$ cat src/rtl/ec2_cpu_param.sv
// EC-2 accumulator machine: control FSM, accumulator datapath and a
// 2^ADDR_W x DATA_W program/data memory in one block. Instruction word is
// {opcode[2:0], ..., address[ADDR_W-1:0]}; ADDR_W must not exceed DATA_W-3.
module ec2_cpu_param #(
  parameter int DATA_W = 8,
  parameter int ADDR_W = 5
) (
  input  logic              Clock,
  input  logic              Reset,
  input  logic              Enter,
  input  logic [DATA_W-1:0] Input,
  input  logic              prog_we,
  input  logic [ADDR_W-1:0] prog_addr,
  input  logic [DATA_W-1:0] prog_data,
  output logic [DATA_W-1:0] Output,
  output logic              OutValid,
  output logic              Halt,
  output logic              Overflow,
  output logic [2:0]        state,
  output logic [ADDR_W-1:0] PC,
  output logic [2:0]        IR
);

  localparam int DEPTH = 1 << ADDR_W;
  localparam logic [ADDR_W-1:0] IO_ADDR = '1;

  localparam logic [2:0] OP_LOAD  = 3'b000;
  localparam logic [2:0] OP_STORE = 3'b001;
  localparam logic [2:0] OP_ADD   = 3'b010;
  localparam logic [2:0] OP_SUB   = 3'b011;
  localparam logic [2:0] OP_IN    = 3'b100;
  localparam logic [2:0] OP_JZ    = 3'b101;
  localparam logic [2:0] OP_JPOS  = 3'b110;
  localparam logic [2:0] OP_HALT  = 3'b111;

  typedef enum logic [2:0] {
    S_FETCH  = 3'd0,
    S_DECODE = 3'd1,
    S_EXEC   = 3'd2,
    S_INWAIT = 3'd3,
    S_HALT   = 3'd4
  } state_t;

  state_t cur_st, nxt_st;

  logic [DATA_W-1:0]        mem [DEPTH];
  logic [DATA_W-1:0]        fetch_word;
  logic [DATA_W-1:0]        opnd_word;
  logic [ADDR_W-1:0]        opnd_addr;
  logic signed [DATA_W-1:0] acc;
  logic signed [DATA_W-1:0] opnd_s;
  logic signed [DATA_W-1:0] sum_r;
  logic signed [DATA_W-1:0] diff_r;
  logic                     armed;
  logic                     capture;
  logic                     store_mem;
  logic                     store_io;

  // Two's-complement overflow of A + B: equal operand signs, result sign flipped.
  function automatic logic add_ovf(input logic signed [DATA_W-1:0] a,
                                   input logic signed [DATA_W-1:0] b,
                                   input logic signed [DATA_W-1:0] r);
    return (a[DATA_W-1] == b[DATA_W-1]) && (r[DATA_W-1] != a[DATA_W-1]);
  endfunction

  // Two's-complement overflow of A - B: differing operand signs, result sign flipped.
  function automatic logic sub_ovf(input logic signed [DATA_W-1:0] a,
                                   input logic signed [DATA_W-1:0] b,
                                   input logic signed [DATA_W-1:0] r);
    return (a[DATA_W-1] != b[DATA_W-1]) && (r[DATA_W-1] != a[DATA_W-1]);
  endfunction

  assign fetch_word = mem[PC];
  assign opnd_word  = mem[opnd_addr];
  assign opnd_s     = $signed(opnd_word);
  assign sum_r      = acc + opnd_s;
  assign diff_r     = acc - opnd_s;
  assign state      = cur_st;
  assign Halt       = (cur_st == S_HALT);

  // State register; reset aborts whatever instruction is in flight.
  always_ff @(posedge Clock) begin
    if (Reset) cur_st <= S_FETCH;
    else       cur_st <= nxt_st;
  end

  // Next-state decode plus the per-state strobes used by datapath and memory.
  always_comb begin
    nxt_st    = cur_st;
    capture   = 1'b0;
    store_mem = 1'b0;
    store_io  = 1'b0;
    case (cur_st)
      S_FETCH:  nxt_st = S_DECODE;
      S_DECODE: begin
        if (IR == OP_HALT)    nxt_st = S_HALT;
        else if (IR == OP_IN) nxt_st = S_INWAIT;
        else                  nxt_st = S_EXEC;
      end
      S_EXEC: begin
        nxt_st = S_FETCH;
        if (IR == OP_STORE) begin
          if (opnd_addr == IO_ADDR) store_io  = 1'b1;
          else                      store_mem = 1'b1;
        end
      end
      S_INWAIT: begin
        if (Enter && armed) begin
          capture = 1'b1;
          nxt_st  = S_FETCH;
        end
      end
      S_HALT:   nxt_st = S_HALT;
      default:  nxt_st = S_FETCH;
    endcase
  end

  // Program counter, instruction latch, accumulator, output port and flags.
  always_ff @(posedge Clock) begin
    if (Reset) begin
      PC       <= '0;
      IR       <= '0;
      acc      <= '0;
      Output   <= '0;
      OutValid <= 1'b0;
      Overflow <= 1'b0;
      armed    <= 1'b1;
    end else begin
      OutValid <= 1'b0;
      // Any cycle with Enter low re-arms the IN handshake.
      if (!Enter) armed <= 1'b1;
      if (capture) begin
        acc   <= $signed(Input);
        armed <= 1'b0;
      end
      case (cur_st)
        S_FETCH: begin
          opnd_addr <= fetch_word[ADDR_W-1:0];
          IR        <= fetch_word[DATA_W-1 -: 3];
          PC        <= PC + 1'b1;
        end
        S_EXEC: begin
          case (IR)
            OP_LOAD:  acc <= opnd_s;
            OP_STORE: begin
              if (store_io) begin
                Output   <= $unsigned(acc);
                OutValid <= 1'b1;
              end
            end
            OP_ADD: begin
              acc <= sum_r;
              if (add_ovf(acc, opnd_s, sum_r)) Overflow <= 1'b1;
            end
            OP_SUB: begin
              acc <= diff_r;
              if (sub_ovf(acc, opnd_s, diff_r)) Overflow <= 1'b1;
            end
            OP_JZ:    if (acc == '0) PC <= opnd_addr;
            OP_JPOS:  if (!acc[DATA_W-1] && (acc != '0)) PC <= opnd_addr;
            default:  ;
          endcase
        end
        default: ;
      endcase
    end
  end

  // Memory writes: program loading only while held in reset, STORE otherwise.
  always_ff @(posedge Clock) begin
    if (Reset) begin
      if (prog_we) mem[prog_addr] <= prog_data;
    end else if (store_mem) begin
      mem[opnd_addr] <= $unsigned(acc);
    end
  end

endmodule

$ cat config.mk
export PLATFORM = sky130hd
export DESIGN_NAME = ec2_cpu_param
export DESIGN_NICKNAME = d
export VERILOG_FILES = /design/src/rtl/ec2_cpu_param.sv
export SDC_FILE = /design/constraint.sdc
export NUM_CORES = 1
export LEC_CHECK = 0
export CAP_MARGIN = 20
export CORE_AREA = 2 2 258 133
export CTS_CLUSTER_SIZE = 12
export DETAILED_ROUTE_END_ITERATION = 16
export DIE_AREA = 0 0 260 135
export PLACE_DENSITY = 0.6
export SYNTH_ARGS = -nofsm -noshare
export SYNTH_HDL_FRONTEND = slang
export SYNTH_SLANG_ARGS = --single-unit
$ cat constraint.sdc
create_clock -name Clock -period 4.75 [get_ports Clock]
set_input_delay 0.95 -clock Clock [delete_from_list [all_inputs] [get_ports Clock]]
set_output_delay 0.95 -clock Clock [all_outputs]
set_load 0.03 [all_outputs]
==> run_results.csv, run 1 <==
group,metric,value,unit
outcome,status,"completed",
power_and_ir_drop,power.total,7.64,mW
placed_design,port_buffers,46,
detailed_routing,firstDrtPassIters,5,
detailed_routing,routedWlPerCell,31.8,µm
sta,final-max-slew-violation-count,0,
global_routing,grt_first_pass_wirelength,62.2,mm
setup_path,crit_required,5.18,ns
final_layout,nets,957,
setup_path,arrival,4.70,ns
global_routing,antenna_found_initial,2,
final_layout,layout-drive-gt1-share,0.289,
cts,path_clk_slew,0.07,ns
detailed_routing,wirelength,43.8,mm
setup_path,crit_family,"multiplexers",
die,core-area,0.0326,mm²
run,cap_violations,0,
logic_synthesis,netlist_area,0.0146,mm²
die,io_pins,47,
logic_synthesis,synth.distinct_cells,56,
sta,holdWs,0.477,ns
power_and_ir_drop,worst_ir_drop_vdd,0.000293,V
cts,htree_num_levels,1,
setup_path,path_max_fanout,20,
power_and_ir_drop,leakage,5.38,nW
sta,fin_setup_tns,0,ns
die,dieWidth,260,µm
cts,cts_sinks,301,
logic_synthesis,synth_edf_count,261,
placed_design,hpwlAfterDp,31.6,mm
sta,fin_crit_sh,0.900,
cts,cts.path.max_buffers,3,
cts,worst_skew_pair.late_latency,0.56,ns
detailed_routing,viasPerCell,6.39,
sta,period_minus_slack,4.28,ns
logic_synthesis,synth-seq-cells,301,
logic_synthesis,yosysSeqAreaShare,0.593,
logic_synthesis,netlist_instances,838,
cts,cts_buffers,29,
die,die_h,135,µm
setup_path,max_stage_delay,0.53,ns
cts,ctsHoldBuffers,0,
sta,hold_violations,0,
placed_design,place_inst,1319,
detailed_routing,vias,8802,
detailed_routing,drt_iter0_drc,1282,
sta,rsz0062_at_grt,"false",
logic_synthesis,synthArstFlopShare,0,
global_routing,track_usage,0.256,
cts,post-cts-setup-buffer-count,0,
cts,cts_root_buffer,"clkbuf_16",
setup_path,critPathKind,"reg2reg",
worst_hold_path,hold_class,"reg2reg",
logic_synthesis,syn_nets,882,
logic_synthesis,yosysWarnings,0,
die,start_util,0.447,
cts,cts_tree,"yes",
final_layout,n_fill_cell,2666,
cts,ctsResizeCount,0,
sta,maxSlewHeadroom,0.231,
global_routing,grt_remaining_overflow,0,
sta,max_freq,234,MHz
sta,fin_worst_skew,0.0159,ns
detailed_routing,ant_nets,0,
logic_synthesis,syn_avg_cell_area,17.4,µm²
setup_path,crit_chain,"buf_12 -> mux4_2 -> mux4_2 -> mux2_2 -> inv_1 -> ha_1 -> nor2b_1 -> o21ai_0 -> a21oi_1 -> o21ai_0 -> xnor3_1 -> a221oi_1 -> a31oi_1",
final_layout,stdcell_count,1378,
setup_path,critical_path_buf_inv_count,2,
detailed_routing,drc,0,
setup_path,start_kind,"register",
logic_synthesis,synth_flop_cell,"edfxtp_1",
die,dieArea,0.0351,mm²
final_layout,fin_area,0.0167,mm²
sta,tightest_slew,1.15,ns
die,std_cell_rows,47,
placed_design,gp_congestion,0.930,
setup_path,cp_slowest_cell,"dfxtp_4",
final_layout,area_growth,14.5,%
sta,setup_viol,0,
setup_path,endpoint_kind,"register",
global_routing,grt_pass1_vias,8391,
power_and_ir_drop,p_per_area,458,mW/mm²
placed_design,dpl-instance-area,0.0158,mm²
global_routing,grt_max_degree,34,
==> layout by cell type, fill, tap and decap left out, types with 3 or more instances in the layout <==
master / Yosys / layout
a32oi_1: 4 / 4
o21ai_0: 15 / 15
clkbuf_1: 33 / 19
and3_1: 5 / 5
mux4_2: 158 / 158
dfxtp_1: 40 / 36
a221oi_1: 6 / 6
nand3_1: 4 / 4
buf_4: 0 / 45
a211oi_1: 13 / 13
mux2_2: 21 / 21
nand2_1: 31 / 31
nand2b_1: 9 / 9
dfxtp_4: 0 / 4
ha_1: 17 / 17
edfxtp_1: 261 / 261
a21o_1: 5 / 5
clkbuf_16: 0 / 29
inv_1: 17 / 17
mux2i_1: 27 / 27
nor3_1: 7 / 6
xnor2_1: 3 / 3
nor2_1: 70 / 70
clkdlybuf4s50_1: 0 / 46
nand3b_1: 4 / 4
a21oi_1: 15 / 15
a22oi_1: 4 / 4
or3_1: 4 / 4
buf_12: 0 / 3
a31oi_1: 3 / 3
nor2b_1: 8 / 8
==> tightest hold or removal path, stage by stage, from the launching register on <==
cell      delay (ns)
dfxtp_1         0.33
nand2_1         0.05
nand3b_1        0.07
==> cells by family (layout without fill, tap and decap cells) <==
group | count (synthesis) | after routing | synth area share
XOR/XNOR | 4 | 4 | 0.00335
other | 0 | 2 | 0
adder cells (fa/ha/maj) | 19 | 19 | 0.0173
AO/OA/AOI/OAI | 86 | 86 | 0.0409
AND/OR/NAND/NOR | 152 | 152 | 0.0475
multiplexers | 206 | 206 | 0.279
buffers and inverters | 70 | 167 | 0.0194
flip-flops | 301 | 301 | 0.593
==> cells in the mapped netlist, drive strengths merged (2+ instances only) <==
master / n / area [µm²]
a2111oi: 2 / 17.5
a211oi: 13 / 97.6
a21o: 5 / 37.5
a21oi: 15 / 75.1
a221oi: 6 / 52.6
a22oi: 4 / 30.0
a31oi: 3 / 18.8
a32oi: 4 / 35.0
and3: 5 / 31.3
buf: 20 / 95.1
clkbuf: 33 / 124
dfxtp: 40 / 801
edfxtp: 261 / 7840
fa: 2 / 40.0
ha: 17 / 213
inv: 17 / 63.8
mux2: 21 / 236
mux2i: 27 / 270
mux4: 158 / 3560
nand2: 31 / 116
nand2b: 9 / 56.3
nand3: 4 / 20.0
nand3b: 4 / 30.0
nor2: 70 / 263
nor2b: 8 / 50.1
nor3: 7 / 35.0
nor3b: 2 / 15.0
nor4: 2 / 12.5
o21a: 2 / 15.0
o21ai: 15 / 75.1
o22a: 2 / 17.5
o31a: 2 / 17.5
or2: 3 / 18.8
or3: 4 / 25.0
xnor2: 3 / 26.3
==> area by class of cell <==
cell class | count | area, µm² | area share
inverter | 17 | 63.8 | 0.00382
multi-input combinational | 467 | 5670 | 0.340
timing repair buffer | 97 | 908 | 0.0544
sequential | 301 | 8650 | 0.518
tap | 441 | 552 | 0.0331
antenna | 2 | 5.00 | 0.000300
clock inverter | 1 | 3.75 | 0.000225
clock buffer | 52 | 837 | 0.0501
==> metal layers <==
metal	up-vias	share of wire	track usage
met5	-	0	0
li1	3619	-	-
met1	4693	0.47	0.424
met4	0	0.011	0.0329
met3	40	0.15	0.120
met2	450	0.36	0.301
==> where the power goes <==
part           switching (mW)  internal [mW]  total, mW  leakage, nW
clock network           0.965           1.18       2.14        0.405
logic                    1.18           1.10       2.29         2.29
registers               0.262           2.95       3.21         2.68
==> flip-flops by register name, summed over array words and instances (netlist names), named ones only <==
name       cells
IR             3
OutValid       1
Output         8
Overflow       1
PC             5
acc            8
armed          1
mem          256
opnd_addr      5
state          3
==> worst paths after layout <==
check                          start                  to  slack (ns)  cells after the start
setup / recovery            register   acc[7]$_SDFF_PP0_        0.47                     13
hold / removal    armed$_SDFFE_PP1P_  armed$_SDFFE_PP1P_        0.48                      2
setup reg to reg            register   acc[7]$_SDFF_PP0_        0.47                     13
hold reg to reg   armed$_SDFFE_PP1P_  armed$_SDFFE_PP1P_        0.48                      2
==> metrics by stage <==
step,setup WS (ns),utilization
floorplan,0.679,-
global placement,0.553,0.483
detailed placement,0.458,0.484
CTS,0.464,0.510
global route,0.0962,0.511
finish,0.474,0.511
Power figures use the tool's default switching activity.
==> run 2, diff against run 1 <==
- CAP_MARGIN: 20 -> 5
- TNS_END_PERCENT: unset -> 5
==> run_results.csv, run 2 (same netlist as run 1, synthesis figures left out) <==
group,metric,value,unit
setup_path,endpoint_kind,"register",
global_routing,grt_remaining_overflow,0,
power_and_ir_drop,leakage,5.33,nW
sta,maxSlewHeadroom,0.204,
cts,cts_tree,"yes",
cts,ctsResizeCount,0,
cts,post-cts-setup-buffer-count,0,
setup_path,path_max_fanout,25,
die,start_util,0.447,
final_layout,diodes,0,
cts,cts_sinks,301,
cts,ctsHoldBuffers,0,
die,dieArea,0.0351,mm²
sta,max_freq,233,MHz
power_and_ir_drop,comb_power_share,0.298,
setup_path,crit_required,5.18,ns
detailed_routing,drc,0,
sta,setup_viol,0,
die,std_cell_rows,47,
die,die_h,135,µm
placed_design,gp_congestion,0.930,
power_and_ir_drop,internal-power,5.21,mW
detailed_routing,firstDrtPassIters,5,
detailed_routing,drt_iter0_drc,1249,
final_layout,reg_top3,"mem (256), Output (8), acc (8)",
final_layout,final_core_util,0.509,
detailed_routing,ant_nets,0,
cts,worst_skew_pair.late_latency,0.56,ns
cts,htree_num_levels,1,
final_layout,final_common_cell,"edfxtp_1",
sta,rsz0062_at_grt,"false",
die,io_pins,47,
detailed_routing,wirelength,44.0,mm
final_layout,layout_common_cells,"edfxtp_1 (261), mux4_2 (158), nor2_1 (70), clkdlybuf4s50_1 (46), buf_4 (43)",
cts,cts_root_buffer,"clkbuf_16",
power_and_ir_drop,worst_ir_drop_vdd,0.000346,V
final_layout,area_growth,13.9,%
power_and_ir_drop,switchingPower,2.42,mW
setup_path,critPathKind,"reg2reg",
detailed_routing,vias,8759,
sta,final-max-slew-violation-count,0,
global_routing,track_usage,0.256,
final_layout,layout-drive-gt1-share,0.283,
cts,path_clk_slew,0.07,ns
sta,fin_crit_sh,0.905,
sta,tightest_slew,1.19,ns
sta,period_minus_slack,4.30,ns
cts,cts.path.max_buffers,3,
global_routing,grt_first_pass_wirelength,62.2,mm
global_routing,grt_max_degree,34,
sta,hold_violations,0,
sta,fin_worst_skew,0.0122,ns
placed_design,place_inst,1318,
setup_path,start_kind,"register",
die,dieWidth,260,µm
power_and_ir_drop,netSwitchingFraction,0.318,
outcome,status,"completed",
final_layout,largest_register_ffs,256,
detailed_routing,routedWlPerCell,32.1,µm
cts,cts_buffers,29,
power_and_ir_drop,clockPowerShare,0.280,
worst_hold_path,hold_class,"reg2reg",
global_routing,antenna_found_initial,0,
sta,fin_setup_tns,0,ns
final_layout,nets,952,
setup_path,arrival,4.73,ns
power_and_ir_drop,seq_power_share,0.421,
power_and_ir_drop,p_per_area,459,mW/mm²
placed_design,port_buffers,46,
global_routing,grt_pass1_vias,8252,
run,cap_violations,0,
final_layout,top_register,"mem",
die,core-area,0.0326,mm²
placed_design,hpwlAfterDp,31.8,mm
detailed_routing,viasPerCell,6.39,
final_layout,stdcell_count,1371,
run 2: critical path, stage by stage, from the launching register on:
cell	delay, ns
dfxtp_4	0.54
buf_12	0.28
mux4_2	0.53
mux4_2	0.50
mux2i_1	0.41
ha_1	0.39
o21ai_0	0.14
a21oi_1	0.14
o21ai_0	0.45
xnor3_1	0.40
a221oi_1	0.26
a31oi_1	0.12
run 2: stage by stage:
step / setup WS (ns) / cell area [µm²] / total power, mW / hold WS (ns)
detailed placement: 0.467 / 15800 / 5.48 / 0.455
global route: 0.195 / 16600 / 7.90 / 0.508
floorplan: 0.679 / 14600 / 4.66 / 0.437
CTS: 0.471 / 16600 / 7.60 / 0.469
global placement: 0.553 / 15800 / 5.49 / 0.449
finish: 0.451 / 16600 / 7.63 / 0.476
run 2: final timing paths:
| check | from | slack [ns] | end | depth (start not counted) |
|---|---|---|---|---|
| worst max-delay path | register | 0.45 | acc[7]$_SDFF_PP0_ | 11 |
| worst min register to register | armed$_SDFFE_PP1P_ | 0.48 | armed$_SDFFE_PP1P_ | 2 |
| worst max register to register | register | 0.45 | acc[7]$_SDFF_PP0_ | 11 |
| worst min-delay path | armed$_SDFFE_PP1P_ | 0.48 | armed$_SDFFE_PP1P_ | 2 |
run 2: routing by layer:
metal | wire, µm | vias to the layer above | GRT usage
li1 | - | 3615 | -
met5 | 0 | - | 0
met4 | 435 | 0 | 0.0278
met2 | 16000 | 426 | 0.300
met1 | 20500 | 4676 | 0.410
met3 | 7000 | 42 | 0.145
run 2: power by group through the flow:
stage	combinational (mW)	clock [mW]	sequential, mW
floorplan	1.60	0	3.06
global placement	2.22	0	3.27
detailed placement	2.21	0	3.27
CTS	2.23	2.16	3.21
global route	2.40	2.26	3.23
finish	2.27	2.14	3.22
run 2: layout make-up:
cell class	count	area [µm²]
Fill cell	2671	16000
Sequential cell	301	8650
Multi-Input combinational cell	467	5670
Timing Repair Buffer	92	843
Clock buffer	52	822
Tap cell	441	552
Inverter	17	63.8
Clock inverter	1	6.26
